$ cat config.mk
export PLATFORM = sky130hd
export DESIGN_NAME = mac_weight_load_seq
export DESIGN_NICKNAME = d
export VERILOG_FILES = /design/src/rtl/mac_weight_load_seq.sv
export SDC_FILE = /design/constraint.sdc
export NUM_CORES = 1
export LEC_CHECK = 0
export BUFFER_PORTS_ARGS = -buffer_cell sky130_fd_sc_hd__buf_4
export CORE_AREA = 3 3 107 109
export DETAILED_ROUTE_END_ITERATION = 16
export DIE_AREA = 0 0 110 112
export SYNTH_ARGS = -nofsm -noshare
export SYNTH_HDL_FRONTEND = slang
export SYNTH_SLANG_ARGS = --single-unit
$ cat constraint.sdc
create_clock -name clk -period 3.4 [get_ports clk]
set_input_delay 0.17 -clock clk [delete_from_list [all_inputs] [get_ports clk]]
set_output_delay 0.17 -clock clk [all_outputs]
set_load 0.01 [all_outputs]
$ cat src/rtl/mac_weight_load_seq.sv
// Feeds 64-bit weight words into a MAC-quad shift chain one per cycle and closes each load
// with a single set_weight/done pulse.
module mac_weight_load_seq #(
  parameter int unsigned ARRAY_ROWS = 4,
  parameter int unsigned ROW_CNT_W  = 3
) (
  input  logic                 clk,
  input  logic                 rst,
  input  logic                 i_start,
  input  logic [ROW_CNT_W-1:0] i_cfg_rows,
  input  logic                 i_wdata_valid,
  input  logic [63:0]          i_wdata,
  output logic                 o_wdata_ready,
  output logic                 o_prepare_weight,
  output logic                 o_set_weight,
  output logic [7:0]           o_load_weight_data_a_0,
  output logic [7:0]           o_load_weight_data_b_0,
  output logic [7:0]           o_load_weight_data_c_0,
  output logic [7:0]           o_load_weight_data_d_0,
  output logic [7:0]           o_load_weight_data_a_1,
  output logic [7:0]           o_load_weight_data_b_1,
  output logic [7:0]           o_load_weight_data_c_1,
  output logic [7:0]           o_load_weight_data_d_1,
  output logic                 o_busy,
  output logic                 o_done
);

  localparam logic [ROW_CNT_W-1:0] MaxRows = ROW_CNT_W'(ARRAY_ROWS);

  typedef enum logic [1:0] {StIdle, StLoad, StFlush, StCommit} state_e;

  state_e                 state_q, state_d;
  logic [ROW_CNT_W-1:0]   rows_q, rows_d;
  logic [ROW_CNT_W-1:0]   cnt_q, cnt_d;
  logic                   prep_q, prep_d;
  logic                   set_q, set_d;
  logic                   done_q, done_d;
  logic [63:0]            data_q, data_d;
  logic                   accept;
  logic                   last_word;

  // State register
  always_ff @(posedge clk or posedge rst) begin
    if (rst) begin
      state_q <= StIdle;
    end else begin
      state_q <= state_d;
    end
  end

  assign accept    = i_wdata_valid && o_wdata_ready;
  assign last_word = (cnt_q == (rows_q - ROW_CNT_W'(1)));

  // Next-state logic
  always_comb begin
    state_d = state_q;
    unique case (state_q)
      StIdle:   if (i_start) state_d = StLoad;
      StLoad:   if (accept && last_word) state_d = StFlush;
      StFlush:  state_d = StCommit;
      StCommit: state_d = StIdle;
      default:  state_d = StIdle;
    endcase
  end

  // Output / datapath next values; data is forced to zero whenever no shift is presented
  always_comb begin
    o_wdata_ready = (state_q == StLoad);
    o_busy        = (state_q != StIdle);
    rows_d        = rows_q;
    cnt_d         = cnt_q;
    if ((state_q == StIdle) && i_start) begin
      rows_d = ((i_cfg_rows == '0) || (i_cfg_rows > MaxRows)) ? MaxRows : i_cfg_rows;
      cnt_d  = '0;
    end else if (accept) begin
      cnt_d = cnt_q + ROW_CNT_W'(1);
    end
    prep_d = accept;
    data_d = accept ? i_wdata : 64'h0;
    set_d  = (state_q == StFlush);
    done_d = (state_q == StFlush);
  end

  always_ff @(posedge clk or posedge rst) begin
    if (rst) begin
      rows_q <= '0;
      cnt_q  <= '0;
      prep_q <= 1'b0;
      set_q  <= 1'b0;
      done_q <= 1'b0;
      data_q <= 64'h0;
    end else begin
      rows_q <= rows_d;
      cnt_q  <= cnt_d;
      prep_q <= prep_d;
      set_q  <= set_d;
      done_q <= done_d;
      data_q <= data_d;
    end
  end

  assign o_prepare_weight       = prep_q;
  assign o_set_weight           = set_q;
  assign o_done                 = done_q;
  assign o_load_weight_data_a_0 = data_q[7:0];
  assign o_load_weight_data_b_0 = data_q[15:8];
  assign o_load_weight_data_c_0 = data_q[23:16];
  assign o_load_weight_data_d_0 = data_q[31:24];
  assign o_load_weight_data_a_1 = data_q[39:32];
  assign o_load_weight_data_b_1 = data_q[47:40];
  assign o_load_weight_data_c_1 = data_q[55:48];
  assign o_load_weight_data_d_1 = data_q[63:56];

endmodule
==> insert_results.sql <==
INSERT INTO impl_metrics (metric_group, metric, value, unit) VALUES
('critical_path', 'crit_path_max_fanout', '3', ''),
('pwr', 'switchingPower', '0.770', 'mW'),
('timing', 'maxSlewViolCount', '0', ''),
('critical_path', 'r2r_start', 'rows_q[0]$_DFFE_PP0P_', ''),
('timing', 'clock-skew-final', '8.26', 'ps'),
('clocking', 'clock-root-buffer', 'sky130_fd_sc_hd__clkbuf_8', ''),
('yosys', 'ys_seq_area_share', '70.7', '%'),
('detailed_routing', 'routedWlPerCell', '14.0', 'um'),
('die', 'die_height', '112', 'um'),
('die', 'horizontal_die_dimension', '110', 'um'),
('layout', 'layout_commonest_cell', 'sky130_fd_sc_hd__buf_4', ''),
('critical_path', 'endpoint_kind', 'flop', ''),
('layout', 'area_growth_from_synthesis_to_layout', '53.1', '%'),
('detailed_routing', 'dr.pass1.iters', '4', ''),
('critical_path', 'crit_required', '3620', 'ps'),
('pwr', 'power_frac_seq', '42.9', '%'),
('yosys', 'synthesis.area_per_instance', '13.5', 'sq um'),
('detailed_routing', 'route.final.wire_length', '6690', 'um'),
('grt', 'antenna_found_initial', '0', ''),
('grt', 'gr-usage-all-layers', '11.3', '%'),
('critical_path', 'setup.worst_path.start_class', 'flop', ''),
('clocking', 'worstSkewPairLatency', '330', 'ps'),
('timing', 'post-route-min-period', '1910', 'ps'),
('clocking', 'cts_buffer_depth', '2', ''),
('die', 'core_region_area', '0.0107', 'sq mm'),
('detailed_routing', 'detailedRoute.firstIterationViolations', '67', ''),
('timing', 'worstMarginPinSlew', '786', 'ps'),
('detailed_routing', 'antenna_violating_nets_post_route', '0', ''),
('clocking', 'clock_sink_count', '74', ''),
('yosys', 'synth_seq_cells', '74', ''),
('clocking', 'cts_htree_levels', '3', ''),
('grt', 'grt_start_max_net_pins', '67', ''),
('grt', 'globalRouteOverflowTotal', '0', ''),
('run_status', 'outcome', 'completed', ''),
('layout', 'layout_common_cells', 'sky130_fd_sc_hd__buf_4, sky130_fd_sc_hd__dfrtp_1, sky130_fd_sc_hd__and3_1', ''),
('critical_path', 'worst-setup-path-type', 'reg -> reg', ''),
('timing', 'max_freq', '523', 'MHz'),
('timing', 'worst_hold_slack', '39.1', 'ps'),
('die', 'num_io_pins', '140', ''),
('layout', 'drive_gt1_share', '47.8', '%'),
('timing', 'slew-limit-headroom', '47.6', '%'),
('pwr', 'power.switching_fraction', '30.2', '%'),
('min_path', 'holdCritPathClass', 'in -> reg', ''),
('grt', 'number_of_global_route_vias_before_repair', '2157', ''),
('yosys', 'synth_async_sr_flop_share', '100', '%'),
('clocking', 'cts_inserted_buffers', '9', ''),
('timing', 'rsz0062_at_grt', 'no', ''),
('min_path', 'hp-start', 'i_start', ''),
('layout', 'finish.net_count', '410', ''),
('yosys', 'synth_edf_count', '0', ''),
('pwr', 'power-per-cell-area', '636', 'mW/mm^2'),
('place', 'dpl.hpwl', '4710', 'um'),
('yosys', 'synth_warnings', '0', ''),
('pwr', 'vdd.ir_drop.worst', '0.000257', 'V'),
('die', 'initial_utilization', '24.5', '%'),
('place', 'finalWeightedCongestion', '0.712', ''),
('timing', 'final_cycle_share', '56.3', '%'),
('detailed_routing', 'drc_errors', '0', ''),
('grt', 'grt_first_pass_wirelength', '10600', 'um'),
('yosys', 'post_synth_instance_area', '0.00262', 'sq mm'),
('clocking', 'cts.repair_timing.setup_buffer_count', '0', ''),
('clocking', 'tritoncts_clock_tree', 'done', ''),
('die', 'placementRows', '38', ''),
('timing', 'finalSetupViolCount', '0', ''),
('layout', 'antenna-diode-count', '0', ''),
('pwr', 'power.share.combinational', '30.0', '%'),
('yosys', 'synthesis.instances', '194', ''),
('layout', 'num-fill-cells', '1046', ''),
('critical_path', 'reg2reg_slack', '1490', 'ps'),
('yosys', 'synth_nets', '272', ''),
('pwr', 'power_leakage', '2.36', 'nW'),
('detailed_routing', 'route.vias.total', '1953', ''),
('yosys', 'synth.lib_cells_used.distinct', '19', ''),
('timing', 'finalHoldViolCount', '0', ''),
('place', 'io_buffers', '139', ''),
('die', 'design.die.area', '0.0123', 'sq mm'),
('pwr', 'internal_power', '1.78', 'mW'),
('timing', 'setup_tns', '0', 'ps'),
('pwr', 'power.share.clock', '27.0', '%'),
('flow_run', 'max-cap-violations', '0', ''),
('detailed_routing', 'vias_per_std_cell', '4.09', ''),
('critical_path', 'crit_arrival', '2130', 'ps'),
('clocking', 'clk_slew_on_worst_s_h_paths', '80', 'ps'),
('yosys', 'ys.flop_type', 'sky130_fd_sc_hd__dfrtp_1', ''),
('critical_path', 'critical_path.startpoint', 'rows_q[0]$_DFFE_PP0P_', '');
==> metal layers <==
metal,vias to the layer above,share of wire (%),GRT usage (%)
met5,-,0,0
met4,0,1.6,4.74
met3,10,11,4.87
met2,82,48,17.4
met1,940,40,13.7
li1,921,-,-
==> registers in the layout, indices dropped and copies added, names as in the netlist <==
name	flops
cnt_q	3
data_q	64
o_done	1
o_prepare_weight	1
rows_q	3
state_q	2
==> worst max-delay path, stage by stage (launching register included) <==
cell,delay (ps)
sky130_fd_sc_hd__dfrtp_1,410
sky130_fd_sc_hd__inv_1,70
sky130_fd_sc_hd__ha_1,140
sky130_fd_sc_hd__xor3_1,410
sky130_fd_sc_hd__o41ai_2,300
sky130_fd_sc_hd__o21ai_1,160
sky130_fd_sc_hd__mux2_4,320
==> cell type report <==
cell class              count  area (sq um)  area share, %
clock buffers              11           141           3.52
clock inverters             5          62.6           1.56
inverters                   8          31.3          0.780
multi-input cells          97           681           17.0
flip-flops and latches     74          1850           46.2
well taps                 140           175           4.37
repair buffers            142          1070           26.6
==> path summary, 6_finish.rpt <==
| kind | cells after the start | endpoint |
|---|---|---|
| max | 6 | state_q[1]$_DFFE_PP0P_ |
| min in group asynchronous | 3 | data_q[42]$_DFF_PP0_ |
| min reg2reg | 2 | rows_q[1]$_DFFE_PP0P_ |
| max in group asynchronous | 4 | data_q[39]$_DFF_PP0_ |
| max reg2reg | 6 | state_q[1]$_DFFE_PP0P_ |
| min | 2 | cnt_q[2]$_DFFE_PP0P_ |
==> stage by stage <==
stage	cell area (sq um)	total power [mW]	utilization (%)	instances	setup WS [ps]
2_1_floorplan	2620	1.54	-	194	1350
3_3_place_gp	3800	1.88	35.5	460	1510
3_5_place_dp	3800	1.90	35.5	460	1460
4_1_cts	4010	2.62	37.5	477	1430
5_1_grt	4010	2.73	37.5	477	1270
6_report	4010	2.55	37.5	477	1490
==> power by group through the flow <==
stage                     Clock, mW  Sequential, mW  Combinational [mW]
after floorplan                   0            1.16               0.380
after global placement            0            1.11               0.769
after detailed placement          0            1.12               0.783
after CTS                     0.728            1.10               0.789
after global routing          0.759            1.11               0.860
final                         0.691            1.10               0.766
==> synth_stat cells (2+ instances only) <==
library cell | instances | area (sq um)
sky130_fd_sc_hd__clkbuf_1 | 14 | 52.6
sky130_fd_sc_hd__o21ai_0 | 3 | 15.0
sky130_fd_sc_hd__a21oi_1 | 3 | 15.0
sky130_fd_sc_hd__inv_1 | 8 | 30.0
sky130_fd_sc_hd__xnor2_1 | 3 | 26.3
sky130_fd_sc_hd__ha_1 | 7 | 87.6
sky130_fd_sc_hd__dfrtp_1 | 74 | 1850
sky130_fd_sc_hd__nand2b_1 | 2 | 12.5
sky130_fd_sc_hd__mux2i_1 | 2 | 20.0
sky130_fd_sc_hd__and3_1 | 64 | 400
sky130_fd_sc_hd__nand2_1 | 6 | 22.5
==> cells by family (layout without fill, tap and decap cells) <==
family,count (synthesis),count (layout),share of synthesized area [%]
xor gates and xnor gates,5,5,2.24
DFF,74,74,70.7
muxes,3,3,1.34
AOI/OAI and AO/OA,8,8,1.96
adders and majority gates,7,7,3.34
buffers and inverters,23,166,3.44
and+or+nand+nor,74,74,17.0
==> timing repair <==
action	4_1_cts	5_1_grt
hold endpoints to repair	45	0
hold buffers	1	0
gates resized for setup	0	0
Power figures use the tool's default switching activity.
